[src/rtl/riscv_base_defs.sv]
// Shared widths and payload type for the integer write-back path.
// Imported by the write-back controller and its long-result FIFO.
package riscv_base_defs;

  localparam int REG_IDX_W = 5;
  localparam int XLEN      = 32;
  localparam int NUM_REGS  = 1 << REG_IDX_W;

  localparam logic [REG_IDX_W-1:0] REG_ZERO = 5'd0;

  typedef struct packed {
    logic [REG_IDX_W-1:0] rd;
    logic [XLEN-1:0]      value;
  } wb_entry_t;

  // One-hot mask of a register index with x0 suppressed.
  function automatic logic [NUM_REGS-1:0] reg_onehot(input logic [REG_IDX_W-1:0] idx);
    logic [NUM_REGS-1:0] m;
    m      = '0;
    m[idx] = 1'b1;
    m[0]   = 1'b0;
    return m;
  endfunction

endpackage

[src/rtl/riscv_base_wb_fifo.sv]
// Registered FIFO for long-latency results (rd + value), no fall-through.
// The head entry is only visible one cycle after it was pushed.
module riscv_base_wb_fifo
  import riscv_base_defs::*;
#(
  parameter int DEPTH = 2
) (
  input  logic      clk_i,
  input  logic      rst_i,
  input  logic      push,
  input  wb_entry_t push_data,
  input  logic      pop,
  output wb_entry_t head,
  output logic      full,
  output logic      empty
);

  localparam int AW = (DEPTH > 1) ? $clog2(DEPTH) : 1;
  localparam int CW = AW + 1;

  wb_entry_t         mem [DEPTH];
  logic [AW-1:0]     wr_ptr;
  logic [AW-1:0]     rd_ptr;
  logic [CW-1:0]     count;
  logic              do_push;
  logic              do_pop;

  assign full    = (count == CW'(DEPTH));
  assign empty   = (count == '0);
  assign do_push = push & ~full;
  assign do_pop  = pop & ~empty;
  assign head    = mem[rd_ptr];

  always_ff @(posedge clk_i or posedge rst_i) begin
    if (rst_i) begin
      wr_ptr <= '0;
      rd_ptr <= '0;
      count  <= '0;
    end else begin
      // Pointers wrap naturally because DEPTH is a power of two.
      if (do_push) wr_ptr <= wr_ptr + AW'(1);
      if (do_pop)  rd_ptr <= rd_ptr + AW'(1);
      case ({do_push, do_pop})
        2'b10:   count <= count + CW'(1);
        2'b01:   count <= count - CW'(1);
        default: count <= count;
      endcase
    end
  end

  always_ff @(posedge clk_i or posedge rst_i) begin
    if (rst_i) begin
      for (int i = 0; i < DEPTH; i++) mem[i] <= '0;
    end else if (do_push) begin
      mem[wr_ptr] <= push_data;
    end
  end

endmodule

[src/rtl/riscv_base_wb_ctrl.sv]
// Write-back controller: arbitrates rd0 between execute and buffered long
// results, tracks pending long destinations, stalls hazards, forwards rd0.
module riscv_base_wb_ctrl
  import riscv_base_defs::*;
#(
  parameter int FIFO_DEPTH = 2
) (
  input  logic                 clk_i,
  input  logic                 rst_i,
  input  logic                 issue_valid_i,
  input  logic                 issue_long_i,
  input  logic [REG_IDX_W-1:0] issue_rd_i,
  input  logic [REG_IDX_W-1:0] issue_ra_i,
  input  logic [REG_IDX_W-1:0] issue_rb_i,
  output logic                 issue_stall_o,
  input  logic                 exec_valid_i,
  input  logic [REG_IDX_W-1:0] exec_rd_i,
  input  logic [XLEN-1:0]      exec_value_i,
  input  logic                 long_valid_i,
  input  logic [REG_IDX_W-1:0] long_rd_i,
  input  logic [XLEN-1:0]      long_value_i,
  output logic                 long_ready_o,
  output logic [REG_IDX_W-1:0] rd0_o,
  output logic [XLEN-1:0]      rd0_value_o,
  input  logic [XLEN-1:0]      ra_rf_value_i,
  input  logic [XLEN-1:0]      rb_rf_value_i,
  output logic [XLEN-1:0]      ra_value_o,
  output logic [XLEN-1:0]      rb_value_o
);

  logic [NUM_REGS-1:0] pending;
  logic [NUM_REGS-1:0] pending_nxt;
  wb_entry_t           fifo_in;
  wb_entry_t           fifo_head;
  logic                fifo_full;
  logic                fifo_empty;
  logic                fifo_push;
  logic                fifo_pop;
  logic                exec_wr;
  logic                head_commit;
  logic                raw_hit;
  logic                waw_hit;
  logic                set_en;

  assign long_ready_o = ~rst_i & ~fifo_full;
  assign fifo_push    = long_valid_i & long_ready_o;
  assign fifo_in      = '{rd: long_rd_i, value: long_value_i};

  riscv_base_wb_fifo #(
    .DEPTH (FIFO_DEPTH)
  ) u_fifo (
    .clk_i     (clk_i),
    .rst_i     (rst_i),
    .push      (fifo_push),
    .push_data (fifo_in),
    .pop       (fifo_pop),
    .head      (fifo_head),
    .full      (fifo_full),
    .empty     (fifo_empty)
  );

  // Execute always wins the port; the FIFO head drains only on execute bubbles.
  assign exec_wr     = ~rst_i & exec_valid_i & (exec_rd_i != REG_ZERO);
  assign fifo_pop    = ~rst_i & ~exec_wr & ~fifo_empty;
  assign head_commit = fifo_pop & (fifo_head.rd != REG_ZERO);

  always_comb begin
    rd0_o       = REG_ZERO;
    rd0_value_o = '0;
    if (exec_wr) begin
      rd0_o       = exec_rd_i;
      rd0_value_o = exec_value_i;
    end else if (head_commit) begin
      rd0_o       = fifo_head.rd;
      rd0_value_o = fifo_head.value;
    end
  end

  assign raw_hit = ((issue_ra_i != REG_ZERO) & pending[issue_ra_i]) |
                   ((issue_rb_i != REG_ZERO) & pending[issue_rb_i]);
  assign waw_hit = (issue_rd_i != REG_ZERO) & pending[issue_rd_i];

  // A full FIFO also holds issue so execute bubbles appear and the FIFO drains.
  assign issue_stall_o = issue_valid_i & (raw_hit | waw_hit | fifo_full);

  assign set_en = issue_valid_i & issue_long_i & ~issue_stall_o &
                  (issue_rd_i != REG_ZERO);

  // Clear is applied before set so a same-cycle collision leaves the bit set.
  always_comb begin
    pending_nxt = pending;
    if (head_commit) pending_nxt = pending_nxt & ~reg_onehot(fifo_head.rd);
    if (set_en)      pending_nxt = pending_nxt | reg_onehot(issue_rd_i);
    pending_nxt[0] = 1'b0;
  end

  always_ff @(posedge clk_i or posedge rst_i) begin
    if (rst_i) pending <= '0;
    else       pending <= pending_nxt;
  end

  assign ra_value_o = ((issue_ra_i != REG_ZERO) && (issue_ra_i == rd0_o)) ?
                      rd0_value_o : ra_rf_value_i;
  assign rb_value_o = ((issue_rb_i != REG_ZERO) && (issue_rb_i == rd0_o)) ?
                      rd0_value_o : rb_rf_value_i;

endmodule

[config.mk]
export PLATFORM = sky130hd
export DESIGN_NAME = riscv_base_wb_ctrl
export DESIGN_NICKNAME = d
export VERILOG_FILES = /design/src/rtl/riscv_base_defs.sv /design/src/rtl/riscv_base_wb_fifo.sv /design/src/rtl/riscv_base_wb_ctrl.sv
export SDC_FILE = /design/constraint.sdc
export NUM_CORES = 1
export LEC_CHECK = 0
export ABC_AREA = 1
export BUFFER_PORTS_ARGS = -buffer_cell sky130_fd_sc_hd__buf_2
export CAP_MARGIN = 20
export CORE_UTILIZATION = 30
export DETAILED_ROUTE_END_ITERATION = 6
export SETUP_SLACK_MARGIN = 0.5
export SKIP_LAST_GASP = 1
export SYNTH_ARGS = -nofsm -noshare
export SYNTH_HDL_FRONTEND = slang
export SYNTH_SLANG_ARGS = --single-unit
[constraint.sdc]
create_clock -name clk_i -period 3.6 [get_ports clk_i]
set_clock_uncertainty 0.15 [all_clocks]
set_input_delay 0.54 -clock clk_i [delete_from_list [all_inputs] [get_ports clk_i]]
set_output_delay 0.54 -clock clk_i [all_outputs]
set_load 0.02 [all_outputs]
## Word-level counts from Yosys, hierarchy flattened

Index checks and enable logic that the tools add are counted.

| storage, ports and cells | value |
|---|---|
| ROM bits | 0 |
| bits in latches | 0 |
| memories | 0 |
| flip-flop bits (word level) | 109 |
| input port bits | 159 |
| output and inout bits | 103 |
| RAM bits | 0 |
| word-level logic and storage cells | 92 |

| operators by class | value |
|---|---|
| muxes and demuxes | 25 |
| eq/ne operators | 5 |
| div/mod/pow operators | 0 |
| order comparisons | 9 |
| add/subtract/negate cells | 4 |
| bitwise gates (word level) | 29 |
| $mul | 0 |
| shifts and indexed selects | 0 |
| reductions and logical operators | 12 |

Operators with widths:

| cell | count |
|---|---|
| two-way mux 32 bit | 6 |
| two-way mux 37 bit | 4 |
| bitwise mux 74 bit | 1 |
| demux 37 bit (select 1 bit) | 1 |
| bitwise AND 32 bit | 1 |
| inverter 32 bit | 1 |
| OR 32 bit | 1 |
| nonzero test 5 bit | 5 |
| less-than comparator 5 x 6 -> 1 bit, second input constant | 4 |
| bitwise AND 1 bit | 16 |
| binary-select mux 1 bit (select 5 bit) | 3 |
| demux 1 bit (select 5 bit) | 2 |
| == test 5 bit | 2 |
| greater-or-equal comparator 5 x 1 -> 1 bit, second input constant | 2 |
| two-way mux 5 bit | 2 |
| logical AND 1 bit | 5 |
| two-way mux 1 bit | 5 |
| inverter 1 bit | 5 |
| == test 2 bit, second input constant | 2 |
| greater-or-equal comparator 2 bit, second input constant | 2 |
| inverter 1 -> 2 bit | 2 |
| case mux 2 bit (2 select lines) | 1 |
| OR 1 bit | 3 |
| adder 1 bit, second input constant | 2 |
| 6 further kinds | 6 |

## Logic depth before layout (Yosys ltp)

Gate-level depths: netlist of the first run.

| logic depth | value |
|---|---|
| word-level depth | 13 |
| gate-level depth with buffers | 16 |
| mapped depth without buffers | 13 |

## Cells and area by module

Synthesis of the first run repeated with hierarchy kept, for this count alone.

| second synthesis, totals | value |
|---|---|
| cell total of the unflattened synthesis | 1,254 |
| area, all modules | 8,069.0 sq um |

Modules (own cells, without submodules):

| module | times used | area an instance (sq um) | cells an instance |
|---|---|---|---|
| riscv_base_wb_ctrl | 1 | 4,289.1 | 774 |
| riscv_base_wb_fifo | 1 | 3,779.9 | 480 |

## Worst setup path after synthesis of the first run

OpenSTA, ideal clock, no wires.

| timing | value |
|---|---|
| path kind | in2out |
| start | input rst_i |
| end | output rb_value_o[21] |
| arrival time | 3.453 ns |
| stages | 8 |
| setup slack | -0.543 ns |
| required time | 2.910 ns |
| cell sequence | inv_2 -> o21ai_2 -> a21oi_2 -> nand2_1 -> clkbuf_2 -> o21ai_0 -> nand4_1 -> nand2_1 |

RTL lines:

| what | line | text |
|---|---|---|
| start, declared | riscv_base_wb_ctrl.sv:9 | `input logic rst_i,` |
| inverter 1 bit (*) | riscv_base_wb_ctrl.sv:63, riscv_base_wb_ctrl.sv:64 |  |
| bitwise AND 1 bit (2 in series) | riscv_base_wb_ctrl.sv:63 | `assign exec_wr = ~rst_i & exec_valid_i & (exec_rd_i != REG_ZERO);` |
| inverter 1 bit | riscv_base_wb_ctrl.sv:64 | `assign fifo_pop = ~rst_i & ~exec_wr & ~fifo_empty;` |
| bitwise AND 1 bit (2 in series) | riscv_base_wb_ctrl.sv:64 |  |
| bitwise AND 1 bit | riscv_base_wb_ctrl.sv:65 | `assign head_commit = fifo_pop & (fifo_head.rd != REG_ZERO);` |
| two-way mux 32 bit | riscv_base_wb_ctrl.sv:73 | `end else if (head_commit) begin` |
| two-way mux 32 bit (*) | riscv_base_wb_ctrl.sv:70 | `if (exec_wr) begin` |
| named net rd0_value_o[21] | riscv_base_wb_ctrl.sv:24 | `output logic [XLEN-1:0] rd0_value_o,` |
| two-way mux 32 bit (*) | riscv_base_wb_ctrl.sv:104 | `assign rb_value_o = ((issue_rb_i != REG_ZERO) && (issue_rb_i == rd0_o)) ?` |
| end, declared | riscv_base_wb_ctrl.sv:28 | `output logic [XLEN-1:0] rb_value_o` |

Mark *: on every way through the listed nets, which the timed path passes. The rest lies on a longest branch.

## Worst setup path after layout of the first run

| timing | value |
|---|---|
| start | register u_fifo.rd_ptr |
| end | output ra_value_o[17] |

| on the way | value |
|---|---|
| word-level cells in the longest chain between the ends | 11 |

Ends and longest elaborated chain:

| what | line | text |
|---|---|---|
| start, declared | riscv_base_wb_fifo.sv:23 | `logic [AW-1:0] rd_ptr;` |
| start signal, assigned | riscv_base_wb_fifo.sv:42 | `if (do_pop) rd_ptr <= rd_ptr + AW'(1);` |
| inverter 1 -> 2 bit (not written as such) (*) | riscv_base_wb_fifo.sv:32 | `assign head = mem[rd_ptr];` |
| two-way mux 37 bit (not written as such) (*) (3 in series) | riscv_base_wb_fifo.sv:32 |  |
| nonzero test 5 bit | riscv_base_wb_ctrl.sv:65 |  |
| bitwise AND 1 bit | riscv_base_wb_ctrl.sv:65 |  |
| two-way mux 5 bit | riscv_base_wb_ctrl.sv:73 |  |
| two-way mux 5 bit | riscv_base_wb_ctrl.sv:70 |  |
| == test 5 bit | riscv_base_wb_ctrl.sv:102 | `assign ra_value_o = ((issue_ra_i != REG_ZERO) && (issue_ra_i == rd0_o)) ?` |
| logical AND 1 bit | riscv_base_wb_ctrl.sv:102 |  |
| two-way mux 32 bit (*) | riscv_base_wb_ctrl.sv:102 |  |
| end, declared | riscv_base_wb_ctrl.sv:27 | `output logic [XLEN-1:0] ra_value_o,` |

Mark *: on every way between the ends. The rest lies on a longest branch, timed or not. The select of a mux whose other input is x is not followed.

==> impl_metrics.yaml, run 1 <==
run_status:
  status: "finished, final reports clean"
floorplanning:
  num_io_pins: 262
  die_y_um: 162.7
  die_w_um: 162.7
  core_um2: 25250
  initial_core_util: 0.3069
  design.die.area_um2: 26480
  row_count: 58
clock_network:
  clk_pin_slew_ps: 90
  clock-sinks: 109
  cts_buffers: 9
  cts_root_buffer: "clkbuf_16"
  htreeDepth: 3
  clock_latency_ps: 370
  clock_path_buffers: 2
  tritoncts: "done"
sta:
  tns_ps: 0
  slew_headroom: 0.5044
  fin_crit_ps: 3200
  hold_viol: 0
  tightest_slew_ps: 743.3
  drv_slew: 0
  setup_ws_ps: 400.1
  rsz0062_at_grt: "yes"
  min_period_over_period: 0.8889
  setup_viol: 0
  clock.fmax_mhz: 312.5
min_path:
  hold_class: "primary input to flip-flop"
synthesis:
  syn_area_um2: 7750
  muxShareOfSynthArea: 0.04262
  async_reset_ff_frac: 1.000
  yosysSeqAreaShare: 0.3520
  synth_compound_area_frac: 0.1096
  ys_types: 36
  synth_top_family_by_area: "simple AND/OR/NAND/NOR gates"
  synth_flop_cell: "dfrtp_1"
  avgSynthCellArea_um2: 6.557
  syn_nets: 1342
  synth-simple-area-share: 0.3905
  ys_ff_latch: 109
  netlist_instances: 1182
  synthAdderAreaFrac: 0.001614
  ys_warn_count: 0
  synth_xor_area_frac: 0.003390
  synth_enable_flop_cells: 0
pwr:
  switching_share: 0.4716
  p_sw_w: 0.003299
  p_int_w: 0.003696
  peakVddDrop_uv: 263.6
  p_seq_frac: 0.309
  power-per-cell-area_nw_per_um2: 623.8
  leakagePower_nw: 5.778
  power_w: 0.006995
  p_comb_frac: 0.540
  clkPwrFrac: 0.151
cells_and_area:
  multiInputGateArea_um2: 4892
  layout-drive-gt1-share: 0.3349
  fillers: 2592
  seqCellArea_um2: 2731
  areaGrowthSynthToFinish_pct: 44.69
  fin_nets: 1606
placement:
  gp_congestion: 0.8815
  io_buffers: 261
  dp_hpwl_mm: 21.18
  dp_slack_ps: 349.0
global_route:
  grt_max_degree: 60
  grt_pass1_wl_mm: 44.51
  antenna_found_initial: 2
  grt_pass1_vias: 8139
  track_usage: 0.2168
  overflow: 0
detailed_routing:
  firstDrtPassIters: 7
  routed_wl_mm: 31.91
  vias_per_cell: 5.131
  ant_nets: 0
  first_iter_violations: 727
  drcViolationCount: 0
  vias: 9164
  wl_per_cell_um: 17.87
worst_setup_path:
  required_ps: 2910
  critPathArrivalTime_ps: 2510
  worst_setup_path_start_kind: "flip-flop"
  path_class: "flip-flop to output pin"
  cp-end-kind: "output pin"
  path_max_fanout: 8
run:
  maxCapViolations: 0
path summary, 6_finish.rpt:
check | startpoint | end | slack [ps] | cells past startpoint
max in group asynchronous | rst_i | u_fifo.rd_ptr | 1720 | 4
hold reg to reg | u_fifo.mem[22] | u_fifo.mem[22] | 340 | 2
setup reg to reg | u_fifo.count[0] | u_fifo.mem[64] | 1340 | 7
min in group asynchronous | rst_i | pending[14] | 300 | 3
setup / recovery | u_fifo.rd_ptr | ra_value_o[17] | 400 | 13
hold / removal | long_value_i[15] | u_fifo.mem[52] | 270 | 3
power groups by stage:
stage | registers, W | logic (W) | clock network (W)
after global routing | 0.00223 | 0.00411 | 0.00112
after floorplan | 0.00202 | 0.00217 | 0
after global placement | 0.00219 | 0.00295 | 0
final | 0.00216 | 0.00378 | 0.00106
after detailed placement | 0.00220 | 0.00298 | 0
after CTS | 0.00215 | 0.00325 | 0.00108
stage by stage:
step | cells | utilization | hold WS [ps] | cell area, µm²
4_1_cts | 1758 | 0.3932 | 261.0 | 9930
3_5_place_dp | 1730 | 0.3702 | 322.7 | 9349
3_3_place_gp | 1730 | 0.3702 | 314.7 | 9349
5_1_grt | 1782 | 0.4436 | 278.4 | 11200
6_report | 1786 | 0.4440 | 269.7 | 11210
2_1_floorplan | 1182 | - | 288.5 | 7762
kinds of logic after synthesis:
logic type / Yosys count
multiplexers: 33
AND/OR/NAND/NOR: 700
XOR/XNOR: 3
buffers and inverters: 176
AO/OA/AOI/OAI: 160
flip-flops: 109
adder cells (fa/ha/maj): 1
synth_stat cells (all sizes together), types with 2 or more instances:
| library cell | number | share of area |
|---|---|---|
| nand2 | 465 | 0.23 |
| o21ai | 148 | 0.098 |
| dfrtp | 109 | 0.35 |
| inv | 105 | 0.051 |
| nand3 | 104 | 0.070 |
| nand4 | 65 | 0.052 |
| nor2 | 56 | 0.032 |
| buf | 45 | 0.036 |
| mux2i | 33 | 0.043 |
| clkbuf | 24 | 0.012 |
| nor3 | 9 | 0.0058 |
| a21oi | 6 | 0.0063 |
| o211ai | 3 | 0.0029 |
| clkinv | 2 | 0.00097 |
| o31ai | 2 | 0.0019 |
| xnor2 | 2 | 0.0023 |
worst max-delay path, cell delays in order, from the launching register on:
cell       delay [ps]
dfrtp_4           540
buf_12            150
nand2_2            70
o21ai_4            90
o21ai_0           180
o211ai_1          130
nand2_1           120
nand2_2            70
nor2_4            110
buf_6             150
clkbuf_16         190
nand3_1            90
nand2_1           110
buf_6             130
cell type report:
type / instances / area share
clock buffers: 9 / 0.02008
diodes: 5 / 0.001116
clock inverters: 7 / 0.008592
flip-flops and latches: 109 / 0.2436
repair buffers: 320 / 0.2154
well taps: 330 / 0.03682
inverters: 107 / 0.03816
multi-input cells: 899 / 0.4363
registers in the layout (all words and copies together), names as in the netlist:
register       cells
u_fifo.count       2
pending           31
u_fifo.rd_ptr      1
u_fifo.wr_ptr      1
u_fifo.mem        74
cells in the final DEF, fill, tap and decap left out, types with 5 or more instances in the layout:
cell / n
buf_12: 9
buf_2: 198
buf_4: 37
buf_6: 64
clkbuf_16: 15
dfrtp_1: 108
diode_2: 5
inv_1: 97
mux2i_1: 32
nand2_1: 370
nand2_2: 54
nand2_4: 40
nand3_1: 81
nand3_2: 17
nand3_4: 6
nand4_1: 65
nor2_1: 49
nor2_4: 5
nor3_1: 9
o21ai_0: 105
o21ai_1: 34
o21ai_2: 7
per-layer routing:
layer | wire, µm | GRT usage | up-vias
li1 | - | - | 4390
met1 | 14140 | 0.3020 | 4293
met2 | 14390 | 0.3387 | 424
met3 | 2621 | 0.04023 | 57
met4 | 758 | 0.06500 | 0
met5 | 0 | 0 | -
what timing repair did:
action                                  CTS  global route
resized for setup                        28           285
setup buffers                             9            15
hold buffers                              0             0
pin swaps                                 5            49
endpoints found under the setup margin   95            67
gates cloned                              3             8
(Power assumes the default switching activity.)
==> run 2, diff against run 1 <==
BUFFER_PORTS_ARGS = -buffer_cell sky130_fd_sc_hd__buf_4   (was -buffer_cell sky130_fd_sc_hd__buf_2)
CTS_CLUSTER_SIZE = 8   (was unset)
==> run 2 against run 1 <==
Worst setup slack worse by 86 ps. Flip-flop and latch count did not move. Largest cell class unchanged. Clock-buffer cell count grew 1. Critical endpoint is now rb_value_o[30]. The flow now finishes with violations (design-rule violations).
==> impl_metrics.yaml, run 2 (same netlist as run 1, synthesis figures left out) <==
sta:
  min_period_over_period: 0.9128
  slew_headroom: 0.3550
  hold_viol: 0
  rsz0062_at_grt: "yes"
  clock.fmax_mhz: 304.3
  tightest_slew_ps: 966.4
  drv_slew: 0
  setup_ws_ps: 314.0
  fin_crit_ps: 3286
  tns_ps: 0
  setup_viol: 0
global_route:
  met3_usage: 0.03412
  antenna_found_initial: 1
  grt_pass1_vias: 8387
  track_usage: 0.2338
  grt_pass1_wl_mm: 47.29
  grt.met1_usage: 0.3311
  gr-usage-met2: 0.3621
  top_usage_layer: "met2"
  grt_max_degree: 76
  overflow: 0
cells_and_area:
  areaGrowthSynthToFinish_pct: 53.16
  layout_commonest_cell: "nand2_1"
  fin_nets: 1613
  regMostFlops: "u_fifo.mem"
  reg.largest.list: "u_fifo.mem: 74 flops, pending: 31 flops, u_fifo.count: 2 flops"
  largest_reg_flops: 74
  stdcell_count: 1788
  antenna_cells: 0
  layout_common_cells: "nand2_1, buf_4, dfrtp_1"
  layout-drive-gt1-share: 0.3443
worst_setup_path:
  worst_setup_path_start_kind: "flip-flop"
  critPathArrivalTime_ps: 2600
  path_class: "flip-flop to output pin"
  cp-end-kind: "output pin"
  slowest_stage: "dfrtp_4"
  path_max_fanout: 25
  required_ps: 2910
  critPathMaxStageDelay_ps: 510
  crit_chain: "buf_12, inv_8, nand2_2, nand2_4, nor2_4, nand3_4, nand2_1, buf_12, o21ai_0, nand4_1, nand2_1, buf_6"
detailed_routing:
  routed_wl_mm: 33.30
  firstDrtPassIters: 7
  ant_nets: 0
  vias: 9342
  first_iter_violations: 903
  wl_per_cell_um: 18.62
  drcViolationCount: 2
  vias_per_cell: 5.225
pwr:
  power-per-cell-area_nw_per_um2: 628.2
  power_w: 0.007457
  leakagePower_nw: 6.019
  peakVddDrop_uv: 370.2
floorplanning:
  core_um2: 25250
  die_w_um: 162.7
  num_io_pins: 262
  design.die.area_um2: 26480
  initial_core_util: 0.3069
  row_count: 58
  die_y_um: 162.7
run_status:
  status: "finished with violations"
  violations: "design-rule violations"
placement:
  gp_congestion: 0.8539
  dp_hpwl_mm: 21.23
  io_buffers: 261
  placed_cells: 1727
  dp_slack_ps: 344.5
clock_network:
  cts_hold_buf: 0
  cts_buffers: 9
  clock-sinks: 109
  htreeDepth: 3
  tritoncts: "done"
  clock_latency_ps: 360
  cts_root_buffer: "clkbuf_16"
  clk_pin_slew_ps: 80
  clock_path_buffers: 2
run:
  maxCapViolations: 0
min_path:
  hold_class: "primary input to async pin"
-- run 2: cell types whose count changed in the layout (fill, tap and decap cells not counted), sizes merged --
cell      change
clkinvlp      -1
diode         -5
clkinv        -2
clkbuf        -1
nand2         +1
buf           +8
inv           +2
-- run 2: final timing paths --
path | startpoint | end | slack (ps) | cells after the start
max | u_fifo.rd_ptr | rb_value_o[30] | 310 | 12
min | rst_i | u_fifo.wr_ptr | 190 | 3
max reg2reg | u_fifo.rd_ptr | pending[11] | 1460 | 12
min reg2reg | u_fifo.mem[30] | u_fifo.mem[30] | 340 | 2
max in group asynchronous | rst_i | u_fifo.rd_ptr | 1690 | 4
min in group clk_i | long_value_i[23] | u_fifo.mem[60] | 280 | 3
-- run 2: what timing repair did --
item,CTS,global route
setup endpoints to repair,70,67
pin swaps,28,45
resized for setup,106,155
setup buffers,24,7
cloned,7,7
-- run 2: area by class of cell --
type                    count  area (µm²)
inverters                 107       426.7
multi-input cells         900        4877
well taps                 330       412.9
flip-flops and latches    109        2733
repair buffers            326        3122
clock inverters             6       60.06
clock buffers              10       239.0
fillers                  2518       13380
-- run 2: power breakdown --
part	switching (W)	total (W)	internal, W
combinational	0.00249	0.00424	0.00174
clock	0.000527	0.00104	0.000511
sequential	0.000423	0.00218	0.00176
total	0.00344	0.00746	0.00402
-- run 2: per-layer routing --
| metal | vias up | wire (µm) |
|---|---|---|
| li1 | 4400 | - |
| met1 | 4396 | 14640 |
| met2 | 479 | 15190 |
| met3 | 65 | 2605 |
| met4 | 2 | 848 |
| met5 | - | 12 |
-- run 2: critical path, delay by kind of cell (launching register included) --
kind | cells | cell delay, ps
AO/OA/AOI/OAI | 1 | 440
buffers and inverters | 4 | 530
flip-flops | 1 | 510
AND/OR/NAND/NOR | 7 | 720
-- run 2: stage by stage --
stage | instance area (µm²) | util | hold WS, ps
floorplan | 7762 | - | 288.5
global placement | 9992 | 0.3957 | 314.8
detailed placement | 9992 | 0.3957 | 322.6
CTS | 11100 | 0.4396 | 194.1
global route | 11870 | 0.4700 | 226.7
finish | 11870 | 0.4700 | 187.1
